==> config.mk <==
export PLATFORM = sky130hd
export DESIGN_NAME = sha_super_pipelined_block_loader
export DESIGN_NICKNAME = d
export VERILOG_FILES = /design/src/rtl/sha_super_pipelined_block_loader.sv
export SDC_FILE = /design/constraint.sdc
export NUM_CORES = 2
export LEC_CHECK = 0
export CAP_MARGIN = 20
export CORE_AREA = 3 3 420 422
export CTS_BUF_LIST = sky130_fd_sc_hd__clkbuf_2 sky130_fd_sc_hd__clkbuf_4 sky130_fd_sc_hd__clkbuf_8
export DETAILED_ROUTE_END_ITERATION = 6
export DIE_AREA = 0 0 423 425
export HOLD_SLACK_MARGIN = 0.05
export PLACE_DENSITY_LB_ADDON = 0.2
export SLEW_MARGIN = 30
export SYNTH_ARGS = -nofsm -noshare
export SYNTH_HDL_FRONTEND = slang
export SYNTH_SLANG_ARGS = --single-unit
export TNS_END_PERCENT = 100
==> constraint.sdc <==
create_clock -name clk -period 5.9 [get_ports clk]
set_input_delay 1.18 -clock clk [delete_from_list [all_inputs] [get_ports clk]]
set_output_delay 1.18 -clock clk [all_outputs]
set_load 0.01 [all_outputs]
==> src/rtl/sha_super_pipelined_block_loader.sv <==
`default_nettype none
// ============================================================================
// Module   : sha_super_pipelined_block_loader
// Brief    : Collects sixteen 32-bit message words into a SHA-256 schedule
//            window and presents it, with the initial hash state, as a
//            single-cycle strobe to a super-pipelined compression core.
// Revision : 1.0 - initial release
// ============================================================================

package sha_loader_pkg;
  // Working variables packed a..h from the most significant word down: [7] = a, [0] = h.
  typedef logic [7:0][31:0] HashState;
endpackage

module sha_super_pipelined_block_loader
  import sha_loader_pkg::*;
#(
  parameter int GAP = 0
) (
  input  logic              clk,
  input  logic              rst,
  input  logic [31:0]       word_i,
  input  logic              word_valid_i,
  output logic              word_ready_o,
  input  logic              first_block_i,
  input  HashState          chain_state_i,
  output HashState          state_o,
  output logic [15:0][31:0] W_o,
  output logic              valid_o,
  output logic              newblock_o,
  output logic [31:0]       block_count_o
);

  typedef enum logic [1:0] {
    COLLECT = 2'd0,
    EMIT    = 2'd1,
    GAPWAIT = 2'd2
  } state_t;

  localparam HashState c_IV = {
    32'h6a09e667, 32'hbb67ae85, 32'h3c6ef372, 32'ha54ff53a,
    32'h510e527f, 32'h9b05688c, 32'h1f83d9ab, 32'h5be0cd19
  };
  localparam logic [3:0] c_GAP_LOAD = (GAP > 0) ? 4'(GAP - 1) : 4'd0;

  state_t            r_state;
  logic [3:0]        r_idx;
  logic [3:0]        r_gap_cnt;
  logic [15:0][31:0] r_slots;
  logic              r_first;
  HashState          r_chain;
  logic              r_ready;
  logic              r_valid;
  logic              r_newblock;
  logic [15:0][31:0] r_w;
  HashState          r_state_out;
  logic [31:0]       r_block_count;
  logic              w_xfer;

  assign w_xfer = word_valid_i & r_ready;

  // Ready is registered and only ever set when the next state is COLLECT,
  // so it is low throughout EMIT and GAPWAIT and for the cycle after reset.
  always_ff @(posedge clk) begin
    if (rst) begin
      r_state       <= COLLECT;
      r_idx         <= 4'd0;
      r_gap_cnt     <= 4'd0;
      r_slots       <= '0;
      r_first       <= 1'b0;
      r_chain       <= '0;
      r_ready       <= 1'b0;
      r_valid       <= 1'b0;
      r_newblock    <= 1'b0;
      r_w           <= '0;
      r_state_out   <= '0;
      r_block_count <= 32'd0;
    end else begin
      r_valid    <= 1'b0;
      r_newblock <= 1'b0;
      case (r_state)
        COLLECT: begin
          r_ready <= 1'b1;
          if (w_xfer) begin
            r_slots[r_idx] <= word_i;
            r_idx          <= r_idx + 4'd1;
            if (r_idx == 4'd0) begin
              r_first <= first_block_i;
              r_chain <= chain_state_i;
            end
            if (r_idx == 4'd15) begin
              r_state <= EMIT;
              r_ready <= 1'b0;
            end
          end
        end
        EMIT: begin
          r_valid       <= 1'b1;
          r_newblock    <= r_first;
          r_w           <= r_slots;
          r_state_out   <= r_first ? c_IV : r_chain;
          r_block_count <= r_block_count + 32'd1;
          if (GAP > 0) begin
            r_state   <= GAPWAIT;
            r_gap_cnt <= c_GAP_LOAD;
            r_ready   <= 1'b0;
          end else begin
            r_state <= COLLECT;
            r_ready <= 1'b1;
          end
        end
        GAPWAIT: begin
          if (r_gap_cnt == 4'd0) begin
            r_state <= COLLECT;
            r_ready <= 1'b1;
          end else begin
            r_gap_cnt <= r_gap_cnt - 4'd1;
          end
        end
        default: begin
          r_state <= COLLECT;
          r_ready <= 1'b0;
        end
      endcase
    end
  end

  assign word_ready_o  = r_ready;
  assign valid_o       = r_valid;
  assign newblock_o    = r_newblock;
  assign W_o           = r_w;
  assign state_o       = r_state_out;
  assign block_count_o = r_block_count;

endmodule

`default_nettype wire
* Yosys cells after proc, flatten, opt, wreduce, memory -nomap -nowiden
Cells that the tools add are included.
Storage, ports and cells: logic and storage cells 92, input bits 292, output and inout bits 803, flip-flop bits (word level) 1582
Operators by class: reduce and logical (&&, ||, !) cells 9, $lt $le $gt $ge 2, bitwise logic cells 3, equality and inequality tests 6, add/sub/neg operators 3, muxes and demuxes 13
Operators with widths (number):
- 512-bit bitwise mux | 1
- 256-bit two-way mux | 1
- 32-bit demux with 4-bit select | 1
- 32-bit by 1-bit adder with 32-bit output (second input constant) | 1
- 32-bit two-way mux | 1
- 4-bit zero test | 2
- 2-bit two-way mux | 3
- 2-bit != test (second input constant) | 3
- 3-bit AND reduction | 2
- 4-bit by 5-bit < comparator with 1-bit output (second input constant) | 1
- 4-bit by 1-bit adder with 4-bit output (second input constant) | 1
- 4-bit equality test (second input constant) | 1
- 4-bit by 1-bit >= comparator with 1-bit output (second input constant) | 1
- 1-bit two-way mux | 4
- 2-bit case mux with 2 select lines | 1
- 2-bit AND reduction | 2
- 4-bit by 1-bit subtractor with 4-bit output (second input constant) | 1
- 1-bit case mux with 3 select lines | 1
- 2-bit by 1-bit equality test with 1-bit output (second input constant) | 1
- 2-bit equality test (second input constant) | 1
- 2-bit zero test | 1
- 1-bit inverter | 2
- 2-bit OR reduction | 1
- 1-bit bitwise AND | 1
- 1-bit logical AND | 1

* Logic depth before layout (Yosys ltp)
depth in word-level cells 5, depth in mapped cells 9, depth with buffers taken out 6

* Worst setup path before layout
Ideal clock, no wire load.
path kind in2reg, start point input word_valid_i, end point register r_chain[0] (netlist bit), stages 8, arrival time 2.473 ns, setup time 0.070 ns, path buffers 4, path slack 3.357 ns, data required time 5.830 ns, cells stage by stage and3b_1 clkbuf_1 nand3_1 buf_2 clkbuf_1 clkbuf_1 nand2_1 a21oi_1
Between the ends: cells in the longest elaborated chain, start to end 2
Ends and longest elaborated chain:
- start: declaration | line 23 | input logic word_valid_i,
- 1-bit bitwise AND | line 60 | assign w_xfer = word_valid_i & r_ready;
- 3-bit AND reduction (no source line)
- end signal: assignment | line 89 | r_chain <= chain_state_i;
- end: declaration | line 51 | HashState r_chain;
Every way passes these cells. A chain may end at the register's enable or synchronous reset.

* Worst setup path after layout
start point register r_block_count[18] (netlist: block_count_o[18]), end point output block_count_o[18]
RTL lines:
- start: declaration | line 57 | logic [31:0] r_block_count;
- start signal: assignment | line 102 | r_block_count <= r_block_count + 32'd1;
- end: declaration | line 31 | output logic [31:0] block_count_o
No word-level cell between the ends.

==> flow_metrics.py <==
metrics = {
    "run_status": {
        "outcome": "finished clean",
    },
    "global_routing": {
        "grt_max_degree": 184,
        "antenna_found_initial": 54,
        "grt_pass1_wl_mm": 309.9,
        "grt_pass1_vias": 44330,
        "grt_overflow": 0,
        "gr-usage-all-layers": 0.2322,
    },
    "detailed_routing": {
        "wl_per_cell_um": 22.61,
        "wl_met3_mm": 15.70,
        "ant_nets": 0,
        "via_count": 46390,
        "drtPass1Iterations": 5,
        "m1WireLength_mm": 80.55,
        "first_iter_violations": 3346,
        "drcViolationCount": 0,
        "via_per_inst": 4.801,
        "wl_mm": 218.4,
        "wl_met2_mm": 110.1,
        "highest-signal-layer": "met5",
    },
    "clock_tree": {
        "cts_inserted_buffers": 290,
        "postCtsSetupRepairBufs": 0,
        "cts_root_buf": "clkbuf_8",
        "cts_sinks": 1577,
        "worstSkewPairLatency_ns": 1.01,
        "cts_hold_buf": 0,
        "cts.htree.levels": 5,
        "cts_tree": "yes",
        "path_clk_slew_ns": 0.05,
        "post_cts_resized": 0,
        "clock_path_buffers": 4,
    },
    "worst_setup_path": {
        "critPathLaunchType": "register",
        "critPathSlowestCell": "clkdlybuf4s50_1",
        "r2r-start": "r_state[0]",
        "cp-end-kind": "output port",
        "crit_buf_inv": 1,
        "worstPathCellList": "clkdlybuf4s50_1",
        "crit_family": "buffers and inverters",
        "reg2regPathDepth": 5,
        "r2r_end": "W_o[434]",
        "cpPeakStageDelay_ns": 0.75,
        "cp_max_fo": 8,
        "required_ns": 4.72,
        "rrSetupSlack_ns": 2.88,
        "critPathKind": "register to output port",
        "crit_arrival_ns": 2.19,
    },
    "timing": {
        "slew_headroom": 0.3121,
        "worst_pin_slew_ns": 1.032,
        "drv_slew": 0,
        "hold_ws_ns": 0.4518,
        "hold_viol_final": 0,
        "max_freq_mhz": 296.4,
        "rsz0062_at_grt": "false",
        "fin_tns_setup_ns": 0,
        "skew_ns": 0.05928,
        "finalSetupViolCount": 0,
        "fin_crit_ns": 3.374,
        "min_period_over_period": 0.5718,
    },
    "power": {
        "ir_drop_mv": 0.2287,
        "power.density_nw_per_um2": 302.9,
        "finalPower_mw": 22.16,
        "leakagePower_nw": 24.91,
    },
    "synthesis": {
        "async_flop_share": 0,
        "yosysTopAreaCell": "dfxtp_1",
        "ys_ff_latch": 1577,
        "avgSynthCellArea_um2": 8.799,
        "netlist_top_cells_area": "dfxtp_1 (58%), nand2_1 (10%), mux2i_1 (9.4%), a21oi_1 (8.0%), nor2_1 (5.5%)",
        "yosysTopAreaCellShare": 0.5792,
        "yosysMostFrequentCell": "dfxtp_1",
        "syn-num-nets": 6491,
        "syn_area_um2": 54500,
        "netlist_instances": 6194,
        "yosys_warnings": 0,
        "synth-edff-count": 0,
        "ys.flop_type": "dfxtp_1",
        "yosysSeqAreaShare": 0.5792,
        "synth.distinct_cells": 34,
        "synth_common_cells": "dfxtp_1 (1,577), nand2_1 (1,482), a21oi_1 (876), nor2_1 (800), mux2i_1 (513)",
    },
    "min_path": {
        "worstHoldPathCells": 2,
        "hold_start": "r_chain[232]",
        "hold_end": "r_chain[232]",
        "min_path_type": "register to register",
    },
    "finish": {
        "nets": 7457,
        "post-route-util": 0.4219,
        "fin_area_um2": 73170,
        "synthToLayoutAreaGrowth_pct": 34.25,
        "layout-drive-gt1-share": 0.08068,
    },
    "floorplan": {
        "die_w_um": 423,
        "core-area_um2": 173400,
        "io_pins": 1095,
        "die_h_um": 425,
        "die_area_um2": 179800,
        "core.rowCount": 153,
        "start_util": 0.3143,
    },
    "flow_run": {
        "maxCapViolations": 0,
    },
    "placed_design": {
        "io_buffers": 1094,
        "place_congestion": 0.8170,
        "dp.final_hpwl_mm": 139.7,
        "placed_cell_area_um2": 67410,
    },
}
[final cells by class]
cell class              count  area (um2)
flip-flops and latches   1577       31570
inverters                   9       33.78
clock buffers             436        5475
diodes                     13       32.53
repair buffers           1193       11970
multi-input cells        4089       20980
fillers                 17290      100300
well taps                2325        2909
clock inverters            21       193.9
[flip-flops by register name, summed over array words and instances (netlist names)]
signal         flops
W_o              512
r_slots          512
r_chain          256
state_o          256
block_count_o     32
r_idx              4
newblock_o         1
r_first            1
r_state            1
valid_o            1
word_ready_o       1
[cell usage in the layout, fill, tap and decap left out, types with 4 or more instances in the layout]
master and instances:
or3_1 8, nand2_1 1482, a21oi_1 876, diode_2 13, clkinv_2 13, nor3_2 5
clkdlybuf4s50_1 1089, buf_16 4, buf_12 16, clkinvlp_4 4, a22o_1 32, nand4_1 11
mux2i_1 513, clkbuf_8 352, buf_4 78, nor2_2 10, dfxtp_1 1576, inv_1 9
nand4b_1 4, nand3_1 16, nand3b_1 5, xnor2_1 8, or4_1 16, or2_2 5
nor2_1 788, o31ai_1 11, nor2b_1 119, clkbuf_4 84, o22ai_1 133, o21ai_0 7
nand2b_1 7, ha_1 5, xor2_1 6
[power by group]
group / switching [mW] / total (mW) / internal (mW)
clock network: 4.50 / 10.5 / 5.98
registers: 0.0586 / 10.8 / 10.8
logic: 0.568 / 0.858 / 0.290
[cell families (layout without fill, tap and decap cells)]
logic type | after synthesis | in the layout | share of synthesized area
flip-flops | 1577 | 1577 | 0.5792
XOR/XNOR | 14 | 14 | 0.002250
buffers and inverters | 528 | 1659 | 0.03767
adder cells (fa/ha/maj) | 5 | 5 | 0.001148
AO/OA/AOI/OAI | 1062 | 1062 | 0.1034
other | 0 | 13 | 0
multiplexers | 515 | 515 | 0.09463
AND/OR/NAND/NOR | 2493 | 2493 | 0.1817
[metrics by stage]
step	instances	setup slack [ns]
global placement	9188	2.151
global route	9654	2.373
CTS	9648	2.372
detailed placement	9191	2.025
floorplan	6194	3.357
finish	9663	2.526
[per-layer routing]
metal | GRT usage | up-vias
met1 | 0.2476 | 22140
li1 | - | 22240
met2 | 0.4104 | 1472
met3 | 0.07249 | 478
met5 | 0 | -
met4 | 0.1217 | 60
[worst max path at each step]
stage | endpoint | slack [ns] | from | cells after the start
2_1_floorplan | r_chain[0] | 3.36 | word_valid_i | 8
3_3_place_gp | r_chain[120] | 2.15 | word_valid_i | 7
3_5_place_dp | r_chain[72] | 2.02 | word_valid_i | 7
4_1_cts | word_ready_o | 2.37 | word_ready_o | 1
5_1_grt | block_count_o[18] | 2.37 | block_count_o[18] | 1
6_report | block_count_o[18] | 2.53 | block_count_o[18] | 1
Power figures use the tool's default switching activity.
==> edit: new RTL, same flow settings <==
Reset style: asynchronous (`rst`), changed in one clocked block.
--- a/src/rtl/sha_super_pipelined_block_loader.sv
+++ b/src/rtl/sha_super_pipelined_block_loader.sv
@@ -63,3 +63,3 @@
   // so it is low throughout EMIT and GAPWAIT and for the cycle after reset.
-  always_ff @(posedge clk) begin
+  always_ff @(posedge clk or posedge rst) begin
     if (rst) begin
Function: not settled (the Yosys comparison gave no result); the edit may change what the design does.
==> edit against the unedited design <==
- design area up 7.9%
- synthesized area up 8.7%
- final cell count down 20%
- worst setup slack worse by 0.025 ns
- sequential cell count unchanged
- wire length down 8.4%
- critical path type unchanged
Power is not compared: it rests on default switching activity, and its combinational part moved more than twofold at a synthesized area within 25%.
==> edit: results (changes against the unedited design) <==
Counting instances in the post-synthesis netlist gives the leading cell types as dfrtp_1 (1577), mux2_2 (1261), nor2_1 (273). The capture point of the critical path was block_count_o[3]. Source of the worst hold timing path: r_slots[386].

The clock skew was 0.0641 ns (+0.00485 ns); the all-layer global routing usage was 21.8% (-1.4 points). The hold path depth is 1 (-1). The xor-xnor portion of the synthesized cell area was 0.502% (+0.28 points). The critical path starts at block_count_o[3].

The tools report the via count of the first global-routing pass as 38158 (-14%). The path with the worst hold slack has its endpoint at W_o[386]. The adder-cell area share of the yosys netlist was 0.106% (-0.0092 points).

The complex-gate fraction of the synthesized area is 2.43% (-7.9 points), and the cell area after placement is 72900 sq um (+8.2%). The startpoint identified for the worst register-to-register timing path is r_state[0]. The maximum fanout along the worst path came out at 6 (-2). The number of antenna violations at the first check in global routing came out at 40 (-26%). The register-to-register setup slack was 2.67 ns (-0.21 ns); the share of cell area taken by muxes after synthesis was 24.4% (+15 points). The total half-perimeter wirelength after legalization and detailed placement is 136000 um (-2.8%). The total nets after synthesis was 4304 (-34%); the average via count per standard cell was 4.75 (-1.0%).

Fraction of the yosys area taken by sequential cells: 66.6% (+8.7 points). For the number of CTS-inserted buffers, the log shows 294 (+1.4%). The number of instances in the synthesized netlist came out at 4007 (-35%). The critical register-to-register path endpoint was r_slots[202]. The run gives 198 (+7.6%) as the largest net degree at the start of global routing. After synthesis, the cell types taking the most area are dfrtp_1 (67%), mux2_2 (24%), nor2_1 (1.7%).

The worst slew margin relative to its limit came out at 30.1% (-1.1 points). The flow ran to the end, and the final reports show no timing, DRC or antenna violations. The tools report the number of inserted filler cells in the final layout as 15877 (-8.2%). The placer's final routability congestion estimate was 0.845 (+3.4%); the share of post-route cells with drive strength above 1 was 34.3% (+26 points). The worst setup timing slack at the placement stage is 1.75 ns (-0.277 ns), and the DRC violation total after the first TritonRoute iteration is 2038 (-39%). The total number of vias came out at 36784 (-21%).
edit: cell count changes in the layout (fill, tap and decap cells not counted), sizes merged, moves of 118 or more:
| cell | delta |
|---|---|
| dfxtp | -1577 |
| dfrtp | +1577 |
| mux2 | +1280 |
| inv | +118 |
| mux2i | -513 |
| a21oi | -743 |
| nand2 | -1344 |
| nor2b | -119 |
| nor2 | -517 |
edit: layer usage:
metal	vias to the layer above	wire (um)	GRT usage, %
li1	16238	-	-
met1	19184	80000	26.3
met2	1029	99500	36.7
met3	329	12300	5.98
met4	4	8130	9.56
met5	-	25	0
edit: cell type report:
| type | instances | area, sq um | area share (%) |
|---|---|---|---|
| clock buffer | 445 | 5570 | 7.06 |
| multi-input combinational | 2047 | 18300 | 23.2 |
| timing repair buffer | 1169 | 11900 | 15.0 |
| clock inverter | 32 | 308 | 0.390 |
| tap | 2325 | 2910 | 3.69 |
| sequential | 1577 | 39500 | 50.0 |
| inverter | 129 | 488 | 0.618 |
| antenna | 15 | 37.5 | 0.0476 |
